## config.mk

```make
export PLATFORM = sky130hd
export DESIGN_NAME = gpio_in_cond
export DESIGN_NICKNAME = d
export VERILOG_FILES = /design/src/rtl/gpio_in_pkg.sv /design/src/rtl/gpio_debounce_bit.sv /design/src/rtl/gpio_in_cond.sv
export SDC_FILE = /design/constraint.sdc
export NUM_CORES = 1
export LEC_CHECK = 0
export BUFFER_PORTS_ARGS = -buffer_cell sky130_fd_sc_hd__buf_4
export CAP_MARGIN = 20
export CORE_ASPECT_RATIO = 0.75
export CORE_MARGIN = 8
export CORE_UTILIZATION = 53
export CTS_CLUSTER_SIZE = 8
export DETAILED_ROUTE_END_ITERATION = 10
export PLACE_DENSITY = 0.76
export RECOVER_POWER = 100
export SLEW_MARGIN = 10
export SYNTH_ARGS = -nofsm -noshare
export SYNTH_HDL_FRONTEND = slang
export SYNTH_SLANG_ARGS = --single-unit
```

## constraint.sdc

```tcl
create_clock -name wb_clk_i -period 1.8 [get_ports wb_clk_i]
set_input_delay 0.27 -clock wb_clk_i [delete_from_list [all_inputs] [get_ports wb_clk_i]]
set_output_delay 0.27 -clock wb_clk_i [all_outputs]
set_load 0.01 [all_outputs]
```

## src/rtl/gpio_in_pkg.sv

```systemverilog
// Shared constants for the GPIO input-conditioning block: register offsets,
// default debounce depth / prescaler width, and a byte-lane mask helper.
package gpio_in_pkg;

  // Register offsets, decoded from wb_adr_i[3:2]
  localparam logic [1:0] GPIO_IN_PRESCALE = 2'd0;
  localparam logic [1:0] GPIO_IN_RISE_EN  = 2'd1;
  localparam logic [1:0] GPIO_IN_FALL_EN  = 2'd2;
  localparam logic [1:0] GPIO_IN_PENDING  = 2'd3;

  // Default number of equal samples needed to accept a new level
  localparam int GPIO_IN_DEB_N = 3;
  // Default prescaler width in bits
  localparam int GPIO_IN_PW    = 16;

  // Expand the 4 Wishbone byte selects into a 32-bit bit mask
  function automatic logic [31:0] byte_mask(input logic [3:0] sel);
    logic [31:0] m;
    m = '0;
    for (int i = 0; i < 4; i++) begin
      m[i*8 +: 8] = {8{sel[i]}};
    end
    return m;
  endfunction

endpackage

```

## src/rtl/gpio_debounce_bit.sv

```systemverilog
// One pin of input conditioning: two-flop synchroniser, tick-paced sample
// shifter, and the accepted (stable) level with its rise/fall strobes.
// rise/fall are combinational and fire in the cycle before stable changes,
// so the pending register can latch them on the same edge as stable.
module gpio_debounce_bit
  import gpio_in_pkg::*;
#(
  parameter int DEB_N = GPIO_IN_DEB_N
) (
  input  logic clk,
  input  logic rst_n,
  input  logic tick,
  input  logic pad,
  output logic stable,
  output logic rise,
  output logic fall
);

  logic             s1;
  logic             s2;
  logic [DEB_N-1:0] sh;
  logic             stable_next;

  // Two-flop synchroniser for the asynchronous pad
  always_ff @(posedge clk) begin
    if (!rst_n) begin
      s1 <= 1'b0;
      s2 <= 1'b0;
    end else begin
      s1 <= pad;
      s2 <= s1;
    end
  end

  // Shift in one synchronised sample per prescaler tick
  always_ff @(posedge clk) begin
    if (!rst_n) begin
      sh <= '0;
    end else if (tick) begin
      sh <= {sh[DEB_N-2:0], s2};
    end
  end

  // Accept a new level only when every sample in the window agrees
  always_comb begin
    stable_next = stable;
    if (&sh) begin
      stable_next = 1'b1;
    end else if (~|sh) begin
      stable_next = 1'b0;
    end
  end

  // Accepted level register
  always_ff @(posedge clk) begin
    if (!rst_n) begin
      stable <= 1'b0;
    end else begin
      stable <= stable_next;
    end
  end

  assign rise = stable_next & ~stable;
  assign fall = ~stable_next & stable;

endmodule

```

## src/rtl/gpio_in_cond.sv

```systemverilog
// GPIO input conditioning: per-pin synchronise + debounce feeding the GPIO
// block's i_gpio, with per-pin edge detection into a W1C pending register
// and a registered level interrupt. Wishbone slave with four registers.
//
// Bus handshake: a transfer happens in any cycle where wb_cyc_i & wb_stb_i
// is high; wb_ack_o is that same AND (zero wait states), a write commits on
// the clock edge that ends the cycle when wb_we_i is also high, and
// wb_dat_o is a pure function of wb_adr_i[3:2] and register state.
module gpio_in_cond
  import gpio_in_pkg::*;
#(
  parameter int GW    = 32,
  parameter int DEB_N = GPIO_IN_DEB_N,
  parameter int PW    = GPIO_IN_PW
) (
  input  logic          wb_clk_i,
  input  logic          wb_rst_i,
  input  logic          wb_cyc_i,
  input  logic          wb_stb_i,
  input  logic          wb_we_i,
  input  logic [3:0]    wb_adr_i,
  input  logic [31:0]   wb_dat_i,
  input  logic [3:0]    wb_sel_i,
  output logic [31:0]   wb_dat_o,
  output logic          wb_ack_o,
  input  logic [GW-1:0] pad_i,
  output logic [GW-1:0] gpio_in_o,
  output logic          irq_o
);

  logic [PW-1:0] prescale;
  logic [PW-1:0] cnt;
  logic          tick;
  logic [GW-1:0] rise_en;
  logic [GW-1:0] fall_en;
  logic [GW-1:0] pending;
  logic [GW-1:0] pending_next;
  logic [GW-1:0] rise_vec;
  logic [GW-1:0] fall_vec;
  logic [GW-1:0] clr_vec;

  logic          bus_wr;
  logic [1:0]    reg_sel;
  logic [31:0]   wmask;
  logic          wr_prescale;
  logic          wr_rise_en;
  logic          wr_fall_en;
  logic          wr_pending;
  logic          adr_unused;

  assign wb_ack_o   = wb_cyc_i & wb_stb_i;
  assign bus_wr     = wb_cyc_i & wb_stb_i & wb_we_i;
  assign reg_sel    = wb_adr_i[3:2];
  assign wmask      = byte_mask(wb_sel_i);
  assign adr_unused = ^wb_adr_i[1:0];

  // Register write strobes
  always_comb begin
    wr_prescale = bus_wr && (reg_sel == GPIO_IN_PRESCALE);
    wr_rise_en  = bus_wr && (reg_sel == GPIO_IN_RISE_EN);
    wr_fall_en  = bus_wr && (reg_sel == GPIO_IN_FALL_EN);
    wr_pending  = bus_wr && (reg_sel == GPIO_IN_PENDING);
  end

  // Control registers with per-byte-lane write merge
  always_ff @(posedge wb_clk_i) begin
    if (!wb_rst_i) begin
      prescale <= '0;
      rise_en  <= '0;
      fall_en  <= '0;
    end else begin
      if (wr_prescale) begin
        prescale <= PW'((32'(prescale) & ~wmask) | (wb_dat_i & wmask));
      end
      if (wr_rise_en) begin
        rise_en <= GW'((32'(rise_en) & ~wmask) | (wb_dat_i & wmask));
      end
      if (wr_fall_en) begin
        fall_en <= GW'((32'(fall_en) & ~wmask) | (wb_dat_i & wmask));
      end
    end
  end

  // A PRESCALE write restarts the count and suppresses that cycle's tick
  always_comb begin
    tick = (cnt == prescale) && !wr_prescale;
  end

  // Prescaler counter 0..PRESCALE
  always_ff @(posedge wb_clk_i) begin
    if (!wb_rst_i) begin
      cnt <= '0;
    end else if (wr_prescale || (cnt == prescale)) begin
      cnt <= '0;
    end else begin
      cnt <= cnt + PW'(1);
    end
  end

  for (genvar i = 0; i < GW; i++) begin : g_pin
    gpio_debounce_bit #(.DEB_N(DEB_N)) u_bit (
      .clk    (wb_clk_i),
      .rst_n  (wb_rst_i),
      .tick   (tick),
      .pad    (pad_i[i]),
      .stable (gpio_in_o[i]),
      .rise   (rise_vec[i]),
      .fall   (fall_vec[i])
    );
  end

  // Pending update: clear first, then OR in new edges so a set wins
  always_comb begin
    clr_vec = '0;
    if (wr_pending) begin
      clr_vec = GW'(wb_dat_i & wmask);
    end
    pending_next = (pending & ~clr_vec)
                 | (rise_vec & rise_en)
                 | (fall_vec & fall_en);
  end

  // Pending register and registered interrupt
  always_ff @(posedge wb_clk_i) begin
    if (!wb_rst_i) begin
      pending <= '0;
      irq_o   <= 1'b0;
    end else begin
      pending <= pending_next;
      irq_o   <= |pending;
    end
  end

  // Zero-extended read mux
  always_comb begin
    wb_dat_o = '0;
    case (reg_sel)
      GPIO_IN_PRESCALE: wb_dat_o = 32'(prescale);
      GPIO_IN_RISE_EN:  wb_dat_o = 32'(rise_en);
      GPIO_IN_FALL_EN:  wb_dat_o = 32'(fall_en);
      default:          wb_dat_o = 32'(pending);
    endcase
  end

endmodule

```

==> impl_metrics.yaml, run 1 <==
run_status:
  status: "complete, but fails checks"
  failed_checks: "negative setup slack"
worst_setup_path:
  critical_path.most_common_cell: "buf_4"
  ff2ff_path_depth: 8
  cp_cell_sequence: "xor2_1 > nor4_2 > nand4_1 > nor2_4 > buf_12 > buf_4 > buf_4 > mux2i_1"
  end_of_the_worst_register_to_register_path: "g_pin[15].u_bit.sh[1]$_SDFFE_PN0P_"
  worst_setup_path_start_kind: "register"
  path_class: "reg2reg"
  r2r_slack_ns: -0.08
  critPathCaptureType: "register"
  critical-path-max-stage-delay_ns: 0.33
  crit_path_max_fanout: 11
  critical-path-slowest-cell: "dfxtp_2"
  crit_required_ns: 2.25
  worstPathArrival_ns: 2.33
clock_tree:
  cts_inserted_buffers: 46
  cts-htree-levels: 2
  worst_skew_pair.late_latency_ns: 0.53
  clock-sinks: 321
  cts_tree: "done"
  cts_max_path_buffers: 3
  cts_root_buffer: "clkbuf_16"
  clk_transition_reported_paths_ns: 0.05
timing:
  report.final.hold_viol_count: 0
  max_freq_mhz: 532
  layout_worst_path_cycle_share: 1.04
  rsz0062_at_grt: "yes"
  setup_ws_ns: -0.0796
  totalNegativeSetupSlack_ns: -2.17
  finalSetupViolations: 87
  worst_pin_slew_ns: 0.539
  timing_max_transition_violations_final: 0
  period_needed_ns: 1.88
  fin_skew_ns: 0.0148
  worst_slew_margin_relative_to_its_limit: 0.637
placement:
  place_worst_setup_slack_ns: -0.0820
  hpwl_mm: 22.6
  gp_congestion: 0.825
  portBuffers: 140
route:
  vias: 10500
  first_iter_violations: 507
  drt_pass1_iterations: 7
  wl_per_cell_um: 17.3
  ant_nets: 0
  viasPerCell: 5.48
  totalWireLength_mm: 33.2
  post-route-drc-count: 0
grt:
  grt_antenna_before_repair: 1
  grt_first_pass_wirelength_mm: 53.8
  grt_start_max_net_pins: 73
  globalRouteTotalUtil: 0.208
  grt_remaining_overflow: 0
  first_global_vias: 10500
logic_synthesis:
  synth_cell_type_count: 33
  mappedNetlistArea_mm2: 0.0135
  async_reset_ff_frac: 0
  synth_warnings: 0
  postSynthNetCount: 1468
  synth.avg_cell_area_um2: 9.73
  number_of_synthesized_register_bits: 321
  synth.area.top_cells: "dfxtp_1 (48%), mux2i_1 (11%), nand2_1 (6.1%)"
  synth-edff-count: 0
  syn_inst: 1390
  yosys.area.top_type: "dfxtp_1"
  ys.flop_type: "dfxtp_1"
  yosysTopAreaCellShare: 0.475
  synth-seq-area-share: 0.475
layout:
  finalNetCount: 1653
  multi_input_area_mm2: 0.00652
  area_delta_synth_final_pct: 25.3
  number_of_fill_cells: 1969
  register_area_mm2: 0.00648
  layout-drive-gt1-share: 0.215
worst_hold_path:
  hp-class: "in2reg"
  hold_depth: 3
  hold_path_startpoint: "wb_dat_i[20]"
floorplan:
  floorplan.die_area_mm2: 0.0309
  coreArea_mm2: 0.0250
  ioPinCount: 143
  effective_utilization_at_floorplan: 0.540
  floorplan_die_height_um: 154
  die_x_um: 200
  floorplan.rows: 50
flow_run:
  maxCapViolCount: 0
power_and_ir_drop:
  power_density_mw_per_mm2: 966
  power.static_leakage_nw: 6.94
  ir_worst_vdd_mv: 0.698
==> how the worst max path moves through the flow <==
stage                                                    end  slack [ns]  cells past startpoint               from
after floorplan            g_pin[0].u_bit.sh[1]$_SDFFE_PN0P_        0.11                      8  cnt[6]$_SDFF_PP0_
after global placement     g_pin[0].u_bit.sh[1]$_SDFFE_PN0P_      -0.004                      7           register
after detailed placement  g_pin[27].u_bit.sh[2]$_SDFFE_PN0P_       -0.08                      7           register
after CTS                 g_pin[27].u_bit.sh[2]$_SDFFE_PN0P_       -0.10                      7           register
after global routing      g_pin[26].u_bit.sh[2]$_SDFFE_PN0P_       -0.20                      7           register
final                     g_pin[15].u_bit.sh[1]$_SDFFE_PN0P_       -0.08                      8           register
==> routing by layer <==
layer	up-vias	wire length, um	track usage
met4	0	808	0.0724
met5	-	0	0
met1	4984	15200	0.270
li1	5172	-	-
met2	279	15100	0.337
met3	65	2060	0.0484
==> Yosys cell counts (22+ instances only) <==
cell type / n
nor2_1: 22
dfxtp_1: 321
clkbuf_1: 48
buf_4: 37
nand3_1: 52
nor4b_1: 31
a21boi_0: 87
o21ai_0: 78
nor2b_1: 49
nand2_1: 220
o21a_1: 32
mux2i_1: 144
and2_1: 90
nand4_1: 22
==> worst max-delay path, delay by kind of cell (launching register included) <==
family / cells / cell delay, ns
buf+inv: 3 / 0.42
mux: 1 / 0.16
simple gates: 3 / 0.69
xor+xnor: 1 / 0.19
flops: 1 / 0.33
==> cell type report <==
type	instances	area share
Timing Repair Buffer	247	0.134
Clock buffer	50	0.0726
Inverter	2	0.000443
Clock inverter	1	0.000517
Antenna cell	1	0.000148
Tap cell	338	0.0250
Multi-Input combinational cell	957	0.385
Sequential cell	321	0.382
==> report_power, final <==
| group | leakage (nW) | total, mW | switching, mW | internal (mW) |
|---|---|---|---|---|
| clock network | 0.609 | 7.61 | 2.88 | 4.73 |
| logic | 3.71 | 1.38 | 0.642 | 0.737 |
| registers | 2.62 | 7.38 | 0.105 | 7.28 |
==> cells by family (layout without fill, tap and decap cells) <==
family | count (synthesis) | count (layout) | share of synthesized area
mux | 176 | 176 | 0.147
compound gates | 240 | 240 | 0.120
xor+xnor | 30 | 30 | 0.0194
other cells | 0 | 1 | 0
flops | 321 | 321 | 0.475
fa+ha+maj | 1 | 1 | 0.000925
simple gates | 510 | 510 | 0.192
buf+inv | 112 | 300 | 0.0455
==> metrics by stage <==
stage / total power, mW / hold WS (ns) / std cells / cell area (um^2) / utilization
after CTS: 16.5 / 0.00607 / 1909 / 16800 / 0.672
after floorplan: 8.27 / 0.397 / 1390 / 13500 / -
final: 16.4 / 0.0234 / 1917 / 16900 / 0.677
after global routing: 16.9 / 0.0101 / 1917 / 16900 / 0.677
after detailed placement: 8.79 / 0.419 / 1822 / 15200 / 0.606
after global placement: 8.77 / 0.414 / 1822 / 15200 / 0.606
==> layout by cell type (no fill, tap or decap), types with 2 or more instances in the layout <==
cell / netlist / routed
inv_1: 2 / 2
and3_1: 3 / 3
dfxtp_4: 0 / 2
and2_1: 90 / 90
xnor2_1: 9 / 9
a22o_1: 16 / 15
nor4b_1: 31 / 31
o21ai_0: 78 / 78
clkbuf_16: 0 / 49
a21boi_1: 9 / 9
nor4_1: 14 / 11
mux2i_1: 144 / 144
nor4_2: 0 / 3
dlygate4sd3_1: 0 / 31
nor2_1: 22 / 22
buf_4: 37 / 176
buf_12: 0 / 22
dfxtp_2: 0 / 34
xor2_1: 21 / 21
nand3_1: 52 / 52
buf_6: 5 / 17
a21o_1: 17 / 17
mux2_2: 16 / 15
a21boi_0: 87 / 87
dfxtp_1: 321 / 285
nand2_1: 220 / 220
nor2b_1: 49 / 48
nor3_1: 4 / 4
o21a_1: 32 / 32
mux4_2: 16 / 16
nand4_1: 22 / 22
==> what timing repair did <==
item | 4_1_cts | 5_1_grt
pin swaps | 2 | 4
setup endpoints to repair | 95 | 131
endpoints found under the hold margin | 31 | 0
buffers inserted | 5 | 7
hold buffers | 31 | 0
resized for setup | 34 | 26
No activity file was read; power rests on OpenSTA's default activity.
==> inputs of run 2 (changes only) <==
TNS_END_PERCENT = 20   (was not set)
==> run 2 against run 1 <==
The run still ends with negative setup slack left. Die area unchanged. Clock-buffer cell count unchanged. Maximum frequency decreased by 0.38%. Design area decreased by 0.53%. Total power about the same. Sequential share of layout area grew 0.14 points. Flip-flop and latch count unchanged. Critical endpoint unchanged. Largest power group unchanged.
==> impl_metrics.yaml, run 2 (synthesis results as in run 1) <==
timing:
  fin_skew_ns: 0.0153
  finalSetupViolations: 96
  layout_worst_path_cycle_share: 1.05
  setup_ws_ns: -0.0868
  period_needed_ns: 1.89
  rsz0062_at_grt: "yes"
  report.final.hold_viol_count: 0
  totalNegativeSetupSlack_ns: -2.68
  worst_slew_margin_relative_to_its_limit: 0.636
  worst_pin_slew_ns: 0.547
  timing_max_transition_violations_final: 0
  max_freq_mhz: 530
worst_setup_path:
  cp_cell_sequence: "xor2_1 > nor4_2 > nand4_1 > nor2_4 > buf_12 > buf_4 > buf_4 > mux2i_1"
  crit_required_ns: 2.25
  crit_path_max_fanout: 11
  critPathCaptureType: "register"
  critical_path.most_common_cell: "buf_4"
  path_class: "reg2reg"
  critical-path-max-stage-delay_ns: 0.33
  critical-path-slowest-cell: "dfxtp_2"
  worstPathArrival_ns: 2.34
  worst_setup_path_start_kind: "register"
placement:
  gp_congestion: 0.825
  dpl_cell_area_mm2: 0.0152
  hpwl_mm: 22.6
  portBuffers: 140
route:
  viasPerCell: 5.48
  highest_layer: "met4"
  post-route-drc-count: 0
  m1WireLength_mm: 15.4
  ant_nets: 0
  vias: 10500
  routed-wl-met2_mm: 15.0
  detailroute.wirelength.met3_mm: 1.82
  totalWireLength_mm: 33.1
  wl_per_cell_um: 17.3
  drt_pass1_iterations: 5
  first_iter_violations: 550
power_and_ir_drop:
  switching_share_of_power: 0.222
  power.static_leakage_nw: 6.89
  sequential_fraction_of_design_power: 0.451
  combPwrFrac: 0.084
  internal_power_mw: 12.7
  power_switching_mw: 3.63
  clock_power_share: 0.465
  power_density_mw_per_mm2: 971
  ir_worst_vdd_mv: 0.699
layout:
  design_area_mm2: 0.0169
  most_frequent_cells_in_the_layout: "dfxtp_1 (289), nand2_1 (220), buf_4 (173)"
  layout.cells.most_common: "dfxtp_1"
  layout-drive-gt1-share: 0.209
  finish.utilization: 0.674
  finalNetCount: 1646
  area_delta_synth_final_pct: 24.6
clock_tree:
  worst_skew_pair.late_latency_ns: 0.53
  cts_root_buffer: "clkbuf_16"
  cts_inserted_buffers: 46
  clock-sinks: 321
  cts-htree-levels: 2
  cts_max_path_buffers: 3
  clk_transition_reported_paths_ns: 0.05
  cts_tree: "done"
grt:
  first_global_vias: 10500
  grt_antenna_before_repair: 1
  grt_start_max_net_pins: 73
  grt_first_pass_wirelength_mm: 53.7
  grt_remaining_overflow: 0
  globalRouteTotalUtil: 0.208
worst_hold_path:
  hold_path_startpoint: "wb_dat_i[20]"
  hp-class: "in2reg"
flow_run:
  maxCapViolCount: 0
floorplan:
  floorplan_die_height_um: 154
  coreArea_mm2: 0.0250
  ioPinCount: 143
  floorplan.rows: 50
  die_x_um: 200
  floorplan.die_area_mm2: 0.0309
  effective_utilization_at_floorplan: 0.540
run_status:
  status: "complete, but fails checks"
  failed_checks: "negative setup slack"
[run 2: changes by cell type in the layout (fill, tap and decap cells not counted), sizes merged]
| cell | previous run | this run |
|---|---|---|
| buf | 215 | 208 |
[run 2: worst max-delay path: cells and delay by family (launching register included)]
family / cells / cell delay [ns]
buf+inv: 3 / 0.42
flops: 1 / 0.33
simple gates: 3 / 0.70
xor+xnor: 1 / 0.18
mux: 1 / 0.16
[run 2: metrics by stage]
step	setup slack (ns)	hold slack [ns]	power [mW]	cells
floorplan	0.111	0.397	8.27	1390
global placement	-0.00352	0.414	8.77	1822
detailed placement	-0.0820	0.419	8.79	1822
CTS	-0.100	0.00607	16.5	1905
global route	-0.199	0.0101	16.9	1910
finish	-0.0868	0.0234	16.4	1910
[run 2: per-layer routing]
metal / up-vias / track usage
met3: 66 / 0.0486
met5: - / 0
met2: 241 / 0.336
li1: 5164 / -
met1: 4999 / 0.269
met4: 0 / 0.0748
[run 2: layout make-up]
class	instances	area, um^2
clock buffer	50	1230
timing repair buffer	240	2210
tap	338	423
clock inverter	1	8.76
inverter	2	7.51
antenna	1	2.50
multi-input combinational	957	6510
sequential	321	6470
fill	1980	8170
[run 2: final timing paths]
kind / end / slack, ns / depth (start not counted)
hold reg to reg: g_pin[9].u_bit.s2$_SDFF_PN0_ / 0.43 / 1
setup / recovery: g_pin[15].u_bit.sh[1]$_SDFFE_PN0P_ / -0.09 / 8
setup reg to reg: g_pin[15].u_bit.sh[1]$_SDFFE_PN0P_ / -0.09 / 8
hold / removal: register / 0.02 / 3
[run 2: repair_timing]
item,CTS,global route
hold endpoints to repair,31,0
hold buffers,31,0
buffers inserted,1,4
setup endpoints to repair,95,131
resized for setup,30,18
pin swaps,2,2
[run 2: power by group through the flow]
stage	Clock, mW	Sequential (mW)	Combinational (mW)
after floorplan	0	7.49	0.779
after global placement	0	7.51	1.26
after detailed placement	0	7.52	1.28
after CTS	7.75	7.38	1.34
after global routing	8.08	7.39	1.46
final	7.61	7.38	1.38
==> inputs of run 3 (changes only) <==
==> constraint.sdc (replaced) <==
create_clock -name wb_clk_i -period 1.8 [get_ports wb_clk_i]
set_input_delay 0.18 -clock wb_clk_i [delete_from_list [all_inputs] [get_ports wb_clk_i]]
set_output_delay 0.18 -clock wb_clk_i [all_outputs]
set_load 0.01 [all_outputs]
==> run 3 against run 2 <==
The run still ends with negative setup slack left. Clock-buffer cell count did not move. Wire length fell by 1.8%. Combinational power decreased by 4%. Hold slack improved by 0.38 ns. Critical path depth is 1 lower. Total power down 0.43%. Global-route usage down 0.29 points. Highest routed layer unchanged.
==> impl_metrics.yaml, run 3 (synthesis results as in run 1) <==
worst_setup_path:
  worst_setup_path_start_kind: "register"
  worstPathArrival_ns: 2.31
  crit_path_max_fanout: 18
  critPathCaptureType: "register"
  ff2ff_path_depth: 7
  path_class: "reg2reg"
  crit_required_ns: 2.25
clock_tree:
  cts-htree-levels: 2
  clock-sinks: 321
  worst_skew_pair.late_latency_ns: 0.54
  cts_inserted_buffers: 46
  cts_root_buffer: "clkbuf_16"
  cts_tree: "done"
  clk_transition_reported_paths_ns: 0.05
  cts_max_path_buffers: 3
floorplan:
  ioPinCount: 143
  coreArea_mm2: 0.0250
  floorplan.rows: 50
  effective_utilization_at_floorplan: 0.540
  floorplan.die_area_mm2: 0.0309
  floorplan_die_height_um: 154
  die_x_um: 200
route:
  ant_nets: 0
  drt_pass1_iterations: 5
  post-route-drc-count: 0
  wl_per_cell_um: 16.7
  totalWireLength_mm: 32.5
  vias: 10400
  first_iter_violations: 565
  viasPerCell: 5.37
layout:
  multi_input_area_mm2: 0.00652
  register_area_mm2: 0.00643
  design_area_mm2: 0.0167
  layout-drive-gt1-share: 0.144
  finalNetCount: 1677
  antenna_cells: 0
  number_of_fill_cells: 2050
  most_frequent_cells_in_the_layout: "dfxtp_1 (314), nand2_1 (220), mux2i_1 (143)"
  layout.cells.most_common: "dfxtp_1"
  area_delta_synth_final_pct: 23.8
worst_hold_path:
  hold_depth: 3
  hp-class: "in2reg"
  hold_path_startpoint: "pad_i[26]"
grt:
  first_global_vias: 10300
  grt_antenna_before_repair: 0
  grt_first_pass_wirelength_mm: 53.3
  grt_remaining_overflow: 0
  grt_start_max_net_pins: 69
  globalRouteTotalUtil: 0.205
timing:
  max_freq_mhz: 536
  fin_skew_ns: 0.0149
  report.final.hold_viol_count: 0
  timing_max_transition_violations_final: 0
  rsz0062_at_grt: "yes"
  period_needed_ns: 1.86
  worst_pin_slew_ns: 1.16
  layout_worst_path_cycle_share: 1.04
  worst_slew_margin_relative_to_its_limit: 0.226
  setup_ws_ns: -0.0642
  finalSetupViolations: 65
power_and_ir_drop:
  ir_worst_vdd_mv: 0.677
  power.static_leakage_nw: 6.64
  totalPowerFinal_mw: 16.3
  power_density_mw_per_mm2: 973
placement:
  dpl_cell_area_mm2: 0.0150
  gp_congestion: 0.805
  portBuffers: 140
  hpwl_mm: 22.1
run_status:
  failed_checks: "negative setup slack"
  status: "complete, but fails checks"
flow_run:
  maxCapViolCount: 0
run 3: changes by cell type in the layout (fill, tap and decap cells not counted), sizes merged:
cell,previous run,this run
buf,208,116
clkbuf,51,132
diode,1,0
dlygate4sd3,31,73
run 3: path summary, 6_finish.rpt:
check / slack, ns / endpoint
worst max register to register: -0.06 / g_pin[5].u_bit.sh[1]$_SDFFE_PN0P_
worst min register to register: 0.43 / g_pin[6].u_bit.s2$_SDFF_PN0_
worst max-delay path: -0.06 / g_pin[5].u_bit.sh[1]$_SDFFE_PN0P_
worst min-delay path: 0.40 / g_pin[26].u_bit.s1$_SDFF_PN0_
run 3: final cells by class:
cell class                      count  share of cell area
Clock buffer                       50              0.0735
Clock inverter                      1            0.000523
Inverter                            2            0.000448
Multi-Input combinational cell    957               0.390
Sequential cell                   321               0.384
Tap cell                          338              0.0253
Timing Repair Buffer              271               0.126
run 3: critical path, stage by stage, from the launching register on:
cell     delay, ns
dfxtp_2       0.32
xor2_1        0.19
nor4_2        0.31
nand4_1       0.20
nor2_4        0.17
buf_12        0.18
buf_16        0.18
mux2i_1       0.20
run 3: what timing repair did:
action                                  4_1_cts  5_1_grt
endpoints found under the setup margin       97      101
resized for setup                            13       12
gates cloned                                  0        0
setup buffers                                 0        1
endpoints found under the hold margin       113        0
hold buffers                                 73        0
pin swaps                                     1        1
run 3: metrics by stage:
stage	utilization	instances	setup WS (ns)	hold WS, ns	setup TNS [ns]
floorplan	-	1390	0.111	0.307	0
global placement	0.601	1815	-0.0656	0.387	-3.26
detailed placement	0.601	1815	-0.0727	0.390	-2.33
CTS	0.681	1939	-0.0960	0.141	-4.67
global route	0.669	1940	-0.146	0.399	-7.83
finish	0.669	1940	-0.0642	0.399	-1.97
run 3: per-layer routing:
metal  track usage  part of all wire
met3        0.0461             0.053
met5             0                 0
met4        0.0549             0.017
met2         0.331              0.46
met1         0.274              0.47
run 3: power breakdown:
| group | internal [mW] | total (mW) | leakage (nW) | switching, mW |
|---|---|---|---|---|
| Clock | 4.72 | 7.59 | 0.609 | 2.86 |
| Combinational | 0.697 | 1.33 | 3.42 | 0.629 |
| Sequential | 7.28 | 7.39 | 2.61 | 0.106 |
